[config.mk]
export PLATFORM = sky130hd
export DESIGN_NAME = bit_packer_flat
export DESIGN_NICKNAME = d
export VERILOG_FILES = /design/src/rtl/bit_packer_pkg.sv /design/src/rtl/bit_packer_if.sv /design/src/rtl/bit_packer.sv /design/src/flat_wrapper.sv
export SDC_FILE = /design/constraint.sdc
export NUM_CORES = 1
export LEC_CHECK = 0
export BUFFER_PORTS_ARGS = -buffer_cell sky130_fd_sc_hd__buf_2
export CORE_AREA = 2 2 39 41
export DETAILED_ROUTE_END_ITERATION = 12
export DIE_AREA = 0 0 41 43
export SYNTH_ARGS = -nofsm -noshare
export SYNTH_HDL_FRONTEND = slang
export SYNTH_SLANG_ARGS = --single-unit
[constraint.sdc]
create_clock -name clk -period 2.03 [get_ports clk]
set_input_delay 0.5075 -clock clk [delete_from_list [all_inputs] [get_ports clk]]
set_output_delay 0.5075 -clock clk [all_outputs]
set_load 0.02 [all_outputs]
[src/rtl/bit_packer_pkg.sv]
// Shared constants and helpers for the serial-to-parallel bit packer.
package bit_packer_pkg;

  localparam int DEF_WIDTH = 3;

  typedef enum logic {
    ORDER_LSB_FIRST = 1'b0,
    ORDER_MSB_FIRST = 1'b1
  } bit_order_e;

  function automatic int cnt_w(input int width);
    return $clog2(width);
  endfunction

endpackage

[src/rtl/bit_packer_if.sv]
// Bit-in / word-out handshake bundle; master is the source+consumer side, slave is the packer.
interface bit_packer_if
  import bit_packer_pkg::*;
#(
  parameter int WIDTH = DEF_WIDTH
) ();

  logic             in_bit;
  logic             in_valid;
  logic             in_ready;
  logic             sync;
  logic [WIDTH-1:0] outv;
  logic             out_valid;
  logic             out_ready;

  modport master (
    output in_bit, in_valid, sync, out_ready,
    input  in_ready, outv, out_valid
  );

  modport slave (
    input  in_bit, in_valid, sync, out_ready,
    output in_ready, outv, out_valid
  );

endinterface

[src/rtl/bit_packer.sv]
// Collects one bit per accepted cycle into a WIDTH-bit word and presents it through
// a single holding register, so the next word can assemble while the consumer stalls.
module bit_packer
  import bit_packer_pkg::*;
#(
  parameter int WIDTH     = DEF_WIDTH,
  parameter bit MSB_FIRST = 1'b1
) (
  input  logic                     clk,
  input  logic                     reset,
  bit_packer_if.slave              bus,
  output logic [cnt_w(WIDTH)-1:0]  bit_cnt
);

  localparam int            CW    = cnt_w(WIDTH);
  localparam logic [CW-1:0] LAST  = CW'(WIDTH - 1);
  localparam bit_order_e    ORDER = bit_order_e'(MSB_FIRST);

  logic [CW-1:0]    cnt_q, cnt_d;
  logic [WIDTH-1:0] sh_q, sh_d;
  logic [WIDTH-1:0] outv_q, outv_d;
  logic             out_valid_q, out_valid_d;
  logic             in_ready, acc, at_last, complete;

  // Word position of the idx-th accepted bit.
  function automatic logic [CW-1:0] slot(input logic [CW-1:0] idx);
    return (ORDER == ORDER_MSB_FIRST) ? LAST - idx : idx;
  endfunction

  // Only the final bit of a word can be refused, and only while the held word stalls.
  assign at_last  = (cnt_q == LAST);
  assign in_ready = !(at_last && out_valid_q && !bus.out_ready);
  assign acc      = bus.in_valid && in_ready;
  assign complete = acc && at_last && !bus.sync;

  // NOTE: every signal written in always_comb gets a default first, so no latch is inferred.
  always_comb begin
    cnt_d = cnt_q;
    sh_d  = sh_q;
    if (bus.sync) begin
      cnt_d = '0;
      sh_d  = '0;
      if (acc) begin
        sh_d[slot('0)] = bus.in_bit;
        cnt_d          = CW'(1);
      end
    end else if (acc) begin
      if (at_last) begin
        cnt_d = '0;
        sh_d  = '0;
      end else begin
        sh_d[slot(cnt_q)] = bus.in_bit;
        cnt_d             = cnt_q + CW'(1);
      end
    end
  end

  always_comb begin
    outv_d      = outv_q;
    out_valid_d = out_valid_q;
    if (complete) begin
      outv_d             = sh_q;
      outv_d[slot(LAST)] = bus.in_bit;
      out_valid_d        = 1'b1;
    end else if (out_valid_q && bus.out_ready) begin
      out_valid_d = 1'b0;
    end
  end

  // NOTE: reset is tested inside the clocked branch, so it is synchronous and stays out of the sensitivity list.
  always_ff @(posedge clk) begin
    if (reset) begin
      cnt_q <= '0;
      sh_q  <= '0;
    end else begin
      // NOTE: state uses <= so every flop samples pre-edge values regardless of block order.
      cnt_q <= cnt_d;
      sh_q  <= sh_d;
    end
  end

  always_ff @(posedge clk) begin
    if (reset) begin
      outv_q      <= '0;
      out_valid_q <= 1'b0;
    end else begin
      outv_q      <= outv_d;
      out_valid_q <= out_valid_d;
    end
  end

  assign bus.in_ready  = in_ready;
  assign bus.outv      = outv_q;
  assign bus.out_valid = out_valid_q;
  assign bit_cnt       = cnt_q;

endmodule
[src/flat_wrapper.sv]
// flat-port wrapper written by rule: the top's interface ports become plain ports
module bit_packer_flat import bit_packer_pkg::*;
#(
  parameter int WIDTH     = DEF_WIDTH,
  parameter bit MSB_FIRST = 1'b1
)
  (clk, reset, bit_cnt, bus_in_bit, bus_in_valid, bus_sync, bus_out_ready, bus_in_ready, bus_outv, bus_out_valid);
  bit_packer_if #(.WIDTH(WIDTH)) bus_i ();
  input  logic clk;
  input  logic reset;
  output logic [cnt_w(WIDTH)-1:0] bit_cnt;
  input wire logic [$bits(bus_i.in_bit)-1:0] bus_in_bit;
  input wire logic [$bits(bus_i.in_valid)-1:0] bus_in_valid;
  input wire logic [$bits(bus_i.sync)-1:0] bus_sync;
  input wire logic [$bits(bus_i.out_ready)-1:0] bus_out_ready;
  output wire logic [$bits(bus_i.in_ready)-1:0] bus_in_ready;
  output wire logic [$bits(bus_i.outv)-1:0] bus_outv;
  output wire logic [$bits(bus_i.out_valid)-1:0] bus_out_valid;
  assign bus_i.in_bit = bus_in_bit;
  assign bus_i.in_valid = bus_in_valid;
  assign bus_i.sync = bus_sync;
  assign bus_i.out_ready = bus_out_ready;
  assign bus_in_ready = bus_i.in_ready;
  assign bus_outv = bus_i.outv;
  assign bus_out_valid = bus_i.out_valid;
  bit_packer #(.WIDTH(WIDTH), .MSB_FIRST(MSB_FIRST)) u_core (.clk(clk), .reset(reset), .bus(bus_i), .bit_cnt(bit_cnt));
endmodule
==> results.cfg, run 1 <==
[hold_path]
hp-start = u_core.bus.outv[1]$_SDFFE_PP0P_
hold_path_class = reg -> reg
min_to = u_core.bus.outv[1]$_SDFFE_PP0P_
holdPathStages = 2

[sta]
holdWs_ns = 0.468
setup_viol = 0
max_slew.worst_pin.slew_ns = 0.214
hold_viol = 0
finalClockSkew_ns = 0.00170
slew_headroom_pct = 85.7
fin_tns_setup_ns = 0
final_max_slew_viol_count = 0
timing.final.ws_setup_ns = 0.205
rsz0062_at_grt = false
max_freq_mhz = 548
period_needed_ns = 1.82
final.period_utilization_pct = 89.9

[layout]
fin_nets = 73
area_delta_synth_final_pct = 21.7
seq_area_um2 = 160
fillCellCount = 149
final_cells = 77
antenna_cells = 0
drive_gt1_share_pct = 31.1
multiInputGateArea_um2 = 277
layout.cells.most_common_list = buf_2 (12), dfxtp_1 (8), nand2b_1 (5)
design_area_um2 = 547
final_common_cell = buf_2
fin_util_pct = 39.5

[clock_tree]
clkSinkCount = 8
ctsHtreeMaxLevel = 1
root_buffer = clkbuf_4
clkSlewWorstSetupHoldPaths_ns = 0.05
cts_setup_buffers = 0
numCtsBuffers = 3
clockBufferDepth = 2
cts_resized = 0
clk_latency_ns = 0.26
cts_hold_buffers = 0
cts_tree = built

[worst_setup_path]
critPathLaunch = u_core.bit_cnt[0]$_SDFFE_PP0P_
worstPathRequired_ns = 1.52
critPathBufInv = 2
path_cells = inv_1 > ha_1 > nand3b_2 > buf_2
arrival_ns = 1.32
path_class = reg -> out
cpMaxStageDelayCell = dfxtp_1
end_kind = primary output
slowest_delay_ns = 0.32
worstReg2RegStart = u_core.bit_cnt[0]$_SDFFE_PP0P_
path_delay_family = flip-flops
start_kind = register
reg2reg_slack_ns = 0.60
r2r_end = u_core.bit_cnt[0]$_SDFFE_PP0P_
reg2reg_depth = 5
crit_path_max_fanout = 6

[yosys]
ys_warn_count = 0
synth_area_um2 = 449
synthFlopType = dfxtp_1
synth.avg_cell_area_um2 = 9.56
synth_seq_cells = 8
synth_fp_nets = 57
syn_inst = 47
ys_seq_area_share_pct = 35.7
synth_cell_type_count = 22
synth_edf_count = 0
ys_async_sr_fraction_pct = 0

[drt]
antenna_left = 0
wl_um = 863
wl_per_cell_um = 11.2
drc_errors = 0
drtIter0Drc = 4
viasPerCell = 4.86
dr.pass1.iters = 4
vias = 374

[placement]
dp_hpwl_um = 682
place_congestion = 0.726
dp_worst_setup_slack_ns = 0.482
place_area_um2 = 524
dp.cells = 74
port_buffers = 12

[die]
dieArea_um2 = 1760
core_area_um2 = 1380
die_x_um = 41
row_count = 14
die_height_um = 43
initial_utilization_pct = 32.5
boundaryPins = 13

[power_and_ir_drop]
leakagePower_nw = 0.253
p_per_area_nw_per_um2 = 600
p_total_uw = 328
vdd_drop_max_mv = 0.302

[status]
outcome = finished clean

[run]
cap_viol_max_count = 0

[grt]
antenna_found_initial = 0
grt_overflow = 0
grt_pass1_wl_mm = 1.39
grt_usage_pct = 12.3
grt_max_degree = 11
grt_pass1_vias = 338
flip-flops by register name (all words and copies together) (netlist names):
| register | flops |
|---|---|
| u_core.sh_q | 2 |
| u_core.bit_cnt | 2 |
| u_core.bus.out_valid | 1 |
| u_core.bus.outv | 3 |
cell usage after synthesis (all sizes together), types with 2 or more instances:
cell | n | share of area (%)
inv | 2 | 1.7
nor2 | 3 | 3.1
nand2b | 5 | 7.0
dfxtp | 8 | 36
ha | 4 | 11
mux2 | 2 | 5.8
mux2i | 4 | 8.9
nand2 | 5 | 4.7
nor2b | 3 | 4.2
nand4b | 2 | 3.9
tightest hold or removal path, stage by stage, from the launching register on:
cell      delay, ns
dfxtp_1        0.30
nand2b_1       0.06
mux2i_1        0.06
worst max path at each step:
stage / depth (start not counted) / endpoint / slack [ns]
global route: 4 / bus_in_ready / 0.11
finish: 4 / bus_in_ready / 0.21
floorplan: 5 / u_core.bit_cnt[0]$_SDFFE_PP0P_ / 0.50
global placement: 3 / bus_in_ready / 0.50
detailed placement: 4 / bus_in_ready / 0.48
CTS: 4 / bus_in_ready / 0.19
where the power goes:
group | internal (mW) | total (mW) | leakage [nW] | switching (mW)
Combinational | 0.0198 | 0.0431 | 0.174 | 0.0233
Sequential | 0.161 | 0.163 | 0.0649 | 0.00218
Clock | 0.0677 | 0.122 | 0.0138 | 0.0545
cell families (layout without fill, tap and decap cells):
kind of cell | after synthesis | in the layout | synth area share [%]
AND/OR/NAND/NOR | 22 | 22 | 29.8
flip-flops | 8 | 8 | 35.7
multiplexers | 6 | 6 | 14.8
adder cells (fa/ha/maj) | 4 | 4 | 11.1
AO/OA/AOI/OAI | 4 | 4 | 5.85
buffers and inverters | 3 | 17 | 2.79
final cells by class:
| type | instances | share of cell area (%) |
|---|---|---|
| clock buffers | 3 | 4.12 |
| inverters | 2 | 1.37 |
| multi-input cells | 36 | 50.6 |
| flip-flops and latches | 8 | 29.3 |
| well taps | 16 | 3.66 |
| repair buffers | 12 | 11.0 |
routing by layer:
layer / part of all wire, % / vias up / GRT usage, % / wire length [um]
met5: 0 / - / 0 / 0
met2: 40 / 14 / 16.3 / 345
met3: 9.6 / 3 / 9.42 / 83
met1: 49 / 167 / 14.8 / 427
met4: 0.70 / 0 / 4.00 / 6
li1: - / 190 / - / -
Note: power is estimated with default switching activity, not from simulation.
==> run 2, diff against run 1 <==
==> constraint.sdc (replaced) <==
create_clock -name clk -period 1.8 [get_ports clk]
set_input_delay 0.45 -clock clk [delete_from_list [all_inputs] [get_ports clk]]
set_output_delay 0.45 -clock clk [all_outputs]
set_load 0.02 [all_outputs]
==> run 2 against run 1 <==
Net effect: global-route usage down 0.60 points; final area increased by 0.46%; clock skew is essentially flat; die area unchanged; final cell count did not move; clock power rose by 12%; first-iteration DRC count rose to 2.5 times the previous value; utilization increased by 0.18 points; routed wire length fell by 8.3%; sequential cell count did not move; sequential share of layout area is 0.13 points lower; worst setup slack worse by 0.12 ns.
==> results.cfg, run 2 (synthesis gave the netlist of run 1 again) <==
[sta]
period_needed_ns = 1.71
fin_tns_setup_ns = 0
finalClockSkew_ns = 0.00123
hold_viol = 0
slew_headroom_pct = 86.9
final_max_slew_viol_count = 0
max_slew.worst_pin.slew_ns = 0.196
rsz0062_at_grt = false
max_freq_mhz = 585
setup_viol = 0
final.period_utilization_pct = 95.0

[power_and_ir_drop]
p_per_area_nw_per_um2 = 669
p_total_uw = 367
vdd_drop_max_mv = 0.243
leakagePower_nw = 0.251

[hold_path]
hp-start = u_core.sh_q[1]$_SDFFE_PP0P_
holdPathStages = 2
hold_path_class = reg -> reg
min_to = u_core.sh_q[1]$_SDFFE_PP0P_

[clock_tree]
ctsHtreeMaxLevel = 1
clk_latency_ns = 0.25
numCtsBuffers = 3
cts_tree = built
root_buffer = clkbuf_4
cts_setup_buffers = 0
clkSlewWorstSetupHoldPaths_ns = 0.05
clkSinkCount = 8
clockBufferDepth = 2

[die]
initial_utilization_pct = 32.5
boundaryPins = 13
die_height_um = 43
dieArea_um2 = 1760
row_count = 14
core_area_um2 = 1380
die_x_um = 41

[drt]
dr.pass1.iters = 4
antenna_left = 0
drtIter0Drc = 10
viasPerCell = 4.78
wl_um = 791
drc_errors = 0
wl_per_cell_um = 10.3
vias = 368

[worst_setup_path]
path_class = reg -> out
start_kind = register
worstReg2RegStart = u_core.bit_cnt[0]$_SDFFE_PP0P_
r2r_end = u_core.bit_cnt[0]$_SDFFE_PP0P_
reg2reg_slack_ns = 0.43
critPathLaunch = u_core.bit_cnt[0]$_SDFFE_PP0P_
worstPathRequired_ns = 1.35
reg2reg_depth = 5
arrival_ns = 1.26
end_kind = primary output
crit_path_max_fanout = 6

[layout]
antenna_cells = 0
layout.cells.most_common_list = buf_2 (12), dfxtp_1 (8), nand2b_1 (5), nand2_1 (4), mux2i_1 (4)
final_common_cell = buf_2
drive_gt1_share_pct = 32.8
fin_util_pct = 39.7
largest_register_ffs = 3
fin_nets = 73
area_delta_synth_final_pct = 22.3

[grt]
grt_usage_pct = 11.7
grt_overflow = 0
antenna_found_initial = 0
grt_pass1_wl_mm = 1.35
grt_pass1_vias = 327
grt_max_degree = 11

[placement]
place_congestion = 0.769
port_buffers = 12
dp_hpwl_um = 637

[status]
outcome = finished clean

[run]
cap_viol_max_count = 0
-- run 2: cell counts in the layout (fill, tap and decap cells not counted) --
Identical to the previous run, type by type.
-- run 2: what timing repair did --
item / CTS / global route
setup endpoints to repair: 0 / 1
resized for setup: 0 / 1
hold buffers: 0 / 0
-- run 2: final cells by class --
class                      count  area [um^2]
fill                         146          835
timing repair buffer          12         60.1
clock buffer                   3         22.5
inverter                       2         7.51
sequential                     8          160
multi-input combinational     36          279
tap                           16         20.0
-- run 2: worst max-delay path by stage --
stage                                      to  cells after the start
3_3_place_gp                     bus_in_ready                      4
2_1_floorplan  u_core.bit_cnt[0]$_SDFFE_PP0P_                      5
3_5_place_dp                     bus_in_ready                      4
6_report                         bus_in_ready                      4
5_1_grt                          bus_in_ready                      4
4_1_cts                          bus_in_ready                      4
-- run 2: per-stage QoR --
stage,worst slack (ns),cell area [um^2],hold slack (ns),cells
6_report,0.0898,549,0.470,77
5_1_grt,0.00146,549,0.496,77
4_1_cts,0.0218,547,0.473,77
3_5_place_dp,0.305,524,0.462,74
3_3_place_gp,0.364,524,0.458,74
2_1_floorplan,0.270,449,0.439,47
-- run 2: power breakdown --
part / switching (mW) / internal [mW]
clock network: 0.0603 / 0.0763
logic: 0.0250 / 0.0222
registers: 0.00248 / 0.181
total: 0.0879 / 0.280
-- run 2: worst max-delay path, stage by stage (launching register included) --
cell and delay [ns]:
dfxtp_1 0.32, inv_1 0.12, ha_2 0.26, nand3b_2 0.13
buf_2 0.18
-- run 2: per-layer routing --
metal,wire (um),vias to the layer above,track usage [%]
met1,363,160,16.1
met5,0,-,0
met3,104,0,7.85
met2,324,17,14.1
met4,0,0,4.00
li1,-,191,-
==> run 3, diff against run 2 <==
--- a/config.mk
+++ b/config.mk
@@ -5,8 +5,10 @@
 export SDC_FILE = /design/constraint.sdc
 export NUM_CORES = 1
 export LEC_CHECK = 0
+export ABC_AREA = 1
 export BUFFER_PORTS_ARGS = -buffer_cell sky130_fd_sc_hd__buf_2
 export CORE_AREA = 2 2 39 41
+export CTS_CLUSTER_SIZE = 28
 export DETAILED_ROUTE_END_ITERATION = 12
 export DIE_AREA = 0 0 41 43
 export SYNTH_ARGS = -nofsm -noshare
==> run 3 against run 2 <==
Net effect: clock power down 5%; utilization up 0.45 points; critical path type unchanged; register-to-register slack better by 0.15 ns; worst hold slack worse by 0.072 ns; sequential power about the same; non-clock buffer count unchanged; highest routed layer unchanged; power up 1.6%; critical path depth unchanged; synthesized cell count up 40%; final area up 1.1%.
==> results.cfg, run 3 <==
[status]
outcome = finished clean

[die]
die_height_um = 43
row_count = 14
die_x_um = 41
dieArea_um2 = 1760
core_area_um2 = 1380
boundaryPins = 13
initial_utilization_pct = 32.5

[grt]
antenna_found_initial = 0
grt_pass1_vias = 354
grt_pass1_wl_mm = 1.28
grt_usage_pct = 10.9
grt_overflow = 0
grt_max_degree = 8

[layout]
area_delta_synth_final_pct = 23.3
largest_register_ffs = 3
seq_area_um2 = 160
fillCellCount = 160
fin_nets = 93
multiInputGateArea_um2 = 233
antenna_cells = 0
design_area_um2 = 556
layout.cells.most_common_list = nand2_1 (15), inv_1 (14), buf_2 (12), nor2_1 (10), dfxtp_1 (8)
final_common_cell = nand2_1
final_cells = 97
drive_gt1_share_pct = 28.4

[clock_tree]
cts_hold_buffers = 0
clk_latency_ns = 0.25
clockBufferDepth = 2
clkSinkCount = 8
cts_setup_buffers = 0
root_buffer = clkbuf_4
clkSlewWorstSetupHoldPaths_ns = 0.05
numCtsBuffers = 3
cts_resized = 0
cts_tree = built
ctsHtreeMaxLevel = 1

[yosys]
synth_edf_count = 0
synth-xor-area-share_pct = 0
synth_top_family_by_area = simple AND/OR/NAND/NOR gates
synth_compound_area_share_pct = 8.33
synthFlopType = dfxtp_1
syn_inst = 66
synth_top_area_cell = dfxtp_1
synthMuxAreaShare_pct = 0
synth-simple-area-share_pct = 31.7
synth_seq_cells = 8
synth_common_cells = nand2_1 (15), inv_1 (14), nor2_1 (10), dfxtp_1 (8), ha_1 (4)
yosys-top-cells-area = dfxtp_1 (36%), nand2_1 (13%), inv_1 (12%)
synth_cell_type_count = 15
ys_async_sr_fraction_pct = 0
ys_seq_area_share_pct = 35.6
ys_warn_count = 0
synth_adder_area_share_pct = 11.1
synth_area_um2 = 450
synth.avg_cell_area_um2 = 6.82
synth_most_common_cell = nand2_1
yosysTopAreaCellShare_pct = 35.6
synth_fp_nets = 76

[hold_path]
hp-start = reset
hold_path_class = in -> reg
holdPathStages = 2
min_to = u_core.sh_q[2]$_SDFFE_PP0P_

[drt]
viasPerCell = 4.33
drc_errors = 0
drtIter0Drc = 4
wl_per_cell_um = 8.60
vias = 420
wl_um = 834
antenna_left = 0
dr.pass1.iters = 3

[worst_setup_path]
reg2reg_depth = 7
r2r_end = u_core.bit_cnt[0]$_SDFFE_PP0P_
path_cells = inv_1 > ha_2 > nand3_2 > buf_2
crit_path_max_fanout = 4
path_class = reg -> out
end_kind = primary output
reg2reg_slack_ns = 0.58
worstReg2RegStart = u_core.bit_cnt[0]$_SDFFE_PP0P_
arrival_ns = 1.23
cpMaxStageDelayCell = dfxtp_1
slowest_delay_ns = 0.32
start_kind = register
worstPathRequired_ns = 1.35

[sta]
final_max_slew_viol_count = 0
max_freq_mhz = 596
final.period_utilization_pct = 93.1
setup_viol = 0
timing.final.ws_setup_ns = 0.123
period_needed_ns = 1.68
hold_viol = 0
fin_tns_setup_ns = 0
max_slew.worst_pin.slew_ns = 0.204
slew_headroom_pct = 86.4
rsz0062_at_grt = false
finalClockSkew_ns = 0.00590

[power_and_ir_drop]
vdd_drop_max_mv = 0.331
p_total_uw = 373
p_per_area_nw_per_um2 = 672
leakagePower_nw = 0.306

[placement]
port_buffers = 12
place_congestion = 0.820
dp.cells = 94
dp_worst_setup_slack_ns = 0.348
place_area_um2 = 531
dp_hpwl_um = 663

[run]
cap_viol_max_count = 0
## run 3: routing by layer
layer	vias to the layer above	share of wire [%]	track usage [%]
met5	-	0	0
met4	0	0	2.00
met3	0	9.4	7.85
met2	13	39	15.6
met1	178	51	12.9
li1	229	-	-
## run 3: final cells by class
| cell class | count | area share, % |
|---|---|---|
| clock buffers | 3 | 4.05 |
| inverters | 16 | 10.8 |
| multi-input cells | 42 | 41.9 |
| flip-flops and latches | 8 | 28.8 |
| well taps | 16 | 3.60 |
| repair buffers | 12 | 10.8 |
## run 3: critical path: cells and delay by family, from the launching register on
family / cells / cell delay (ns)
flip-flops: 1 / 0.32
adder cells (fa/ha/maj): 1 / 0.24
buffers and inverters: 2 / 0.30
AND/OR/NAND/NOR: 1 / 0.13
## run 3: cells by family after synthesis
| logic type | after synthesis |
|---|---|
| AO/OA/AOI/OAI | 6 |
| adder cells (fa/ha/maj) | 4 |
| buffers and inverters | 16 |
| flip-flops | 8 |
| AND/OR/NAND/NOR | 32 |
## run 3: worst max-delay path by stage
| stage | startpoint | to | cells past startpoint |
|---|---|---|---|
| finish | u_core.bit_cnt[0]$_SDFFE_PP0P_ | bus_in_ready | 4 |
| global route | u_core.bit_cnt[0]$_SDFFE_PP0P_ | bus_in_ready | 4 |
| CTS | u_core.bit_cnt[0]$_SDFFE_PP0P_ | bus_in_ready | 4 |
| detailed placement | u_core.bit_cnt[0]$_SDFFE_PP0P_ | bus_in_ready | 4 |
| global placement | u_core.bit_cnt[0]$_SDFFE_PP0P_ | bus_in_ready | 4 |
| floorplan | u_core.bit_cnt[0]$_SDFFE_PP0P_ | bus_in_ready | 3 |
## run 3: where the power goes
part,internal [mW],switching [mW]
registers,0.183,0.00326
clock network,0.0758,0.0542
logic,0.0209,0.0361
## run 3: through the flow
| stage | util, % | hold slack, ns |
|---|---|---|
| after global routing | 40.1 | 0.393 |
| after floorplan | - | 0.455 |
| final | 40.1 | 0.398 |
| after CTS | 40.0 | 0.390 |
| after global placement | 38.3 | 0.472 |
| after detailed placement | 38.3 | 0.481 |
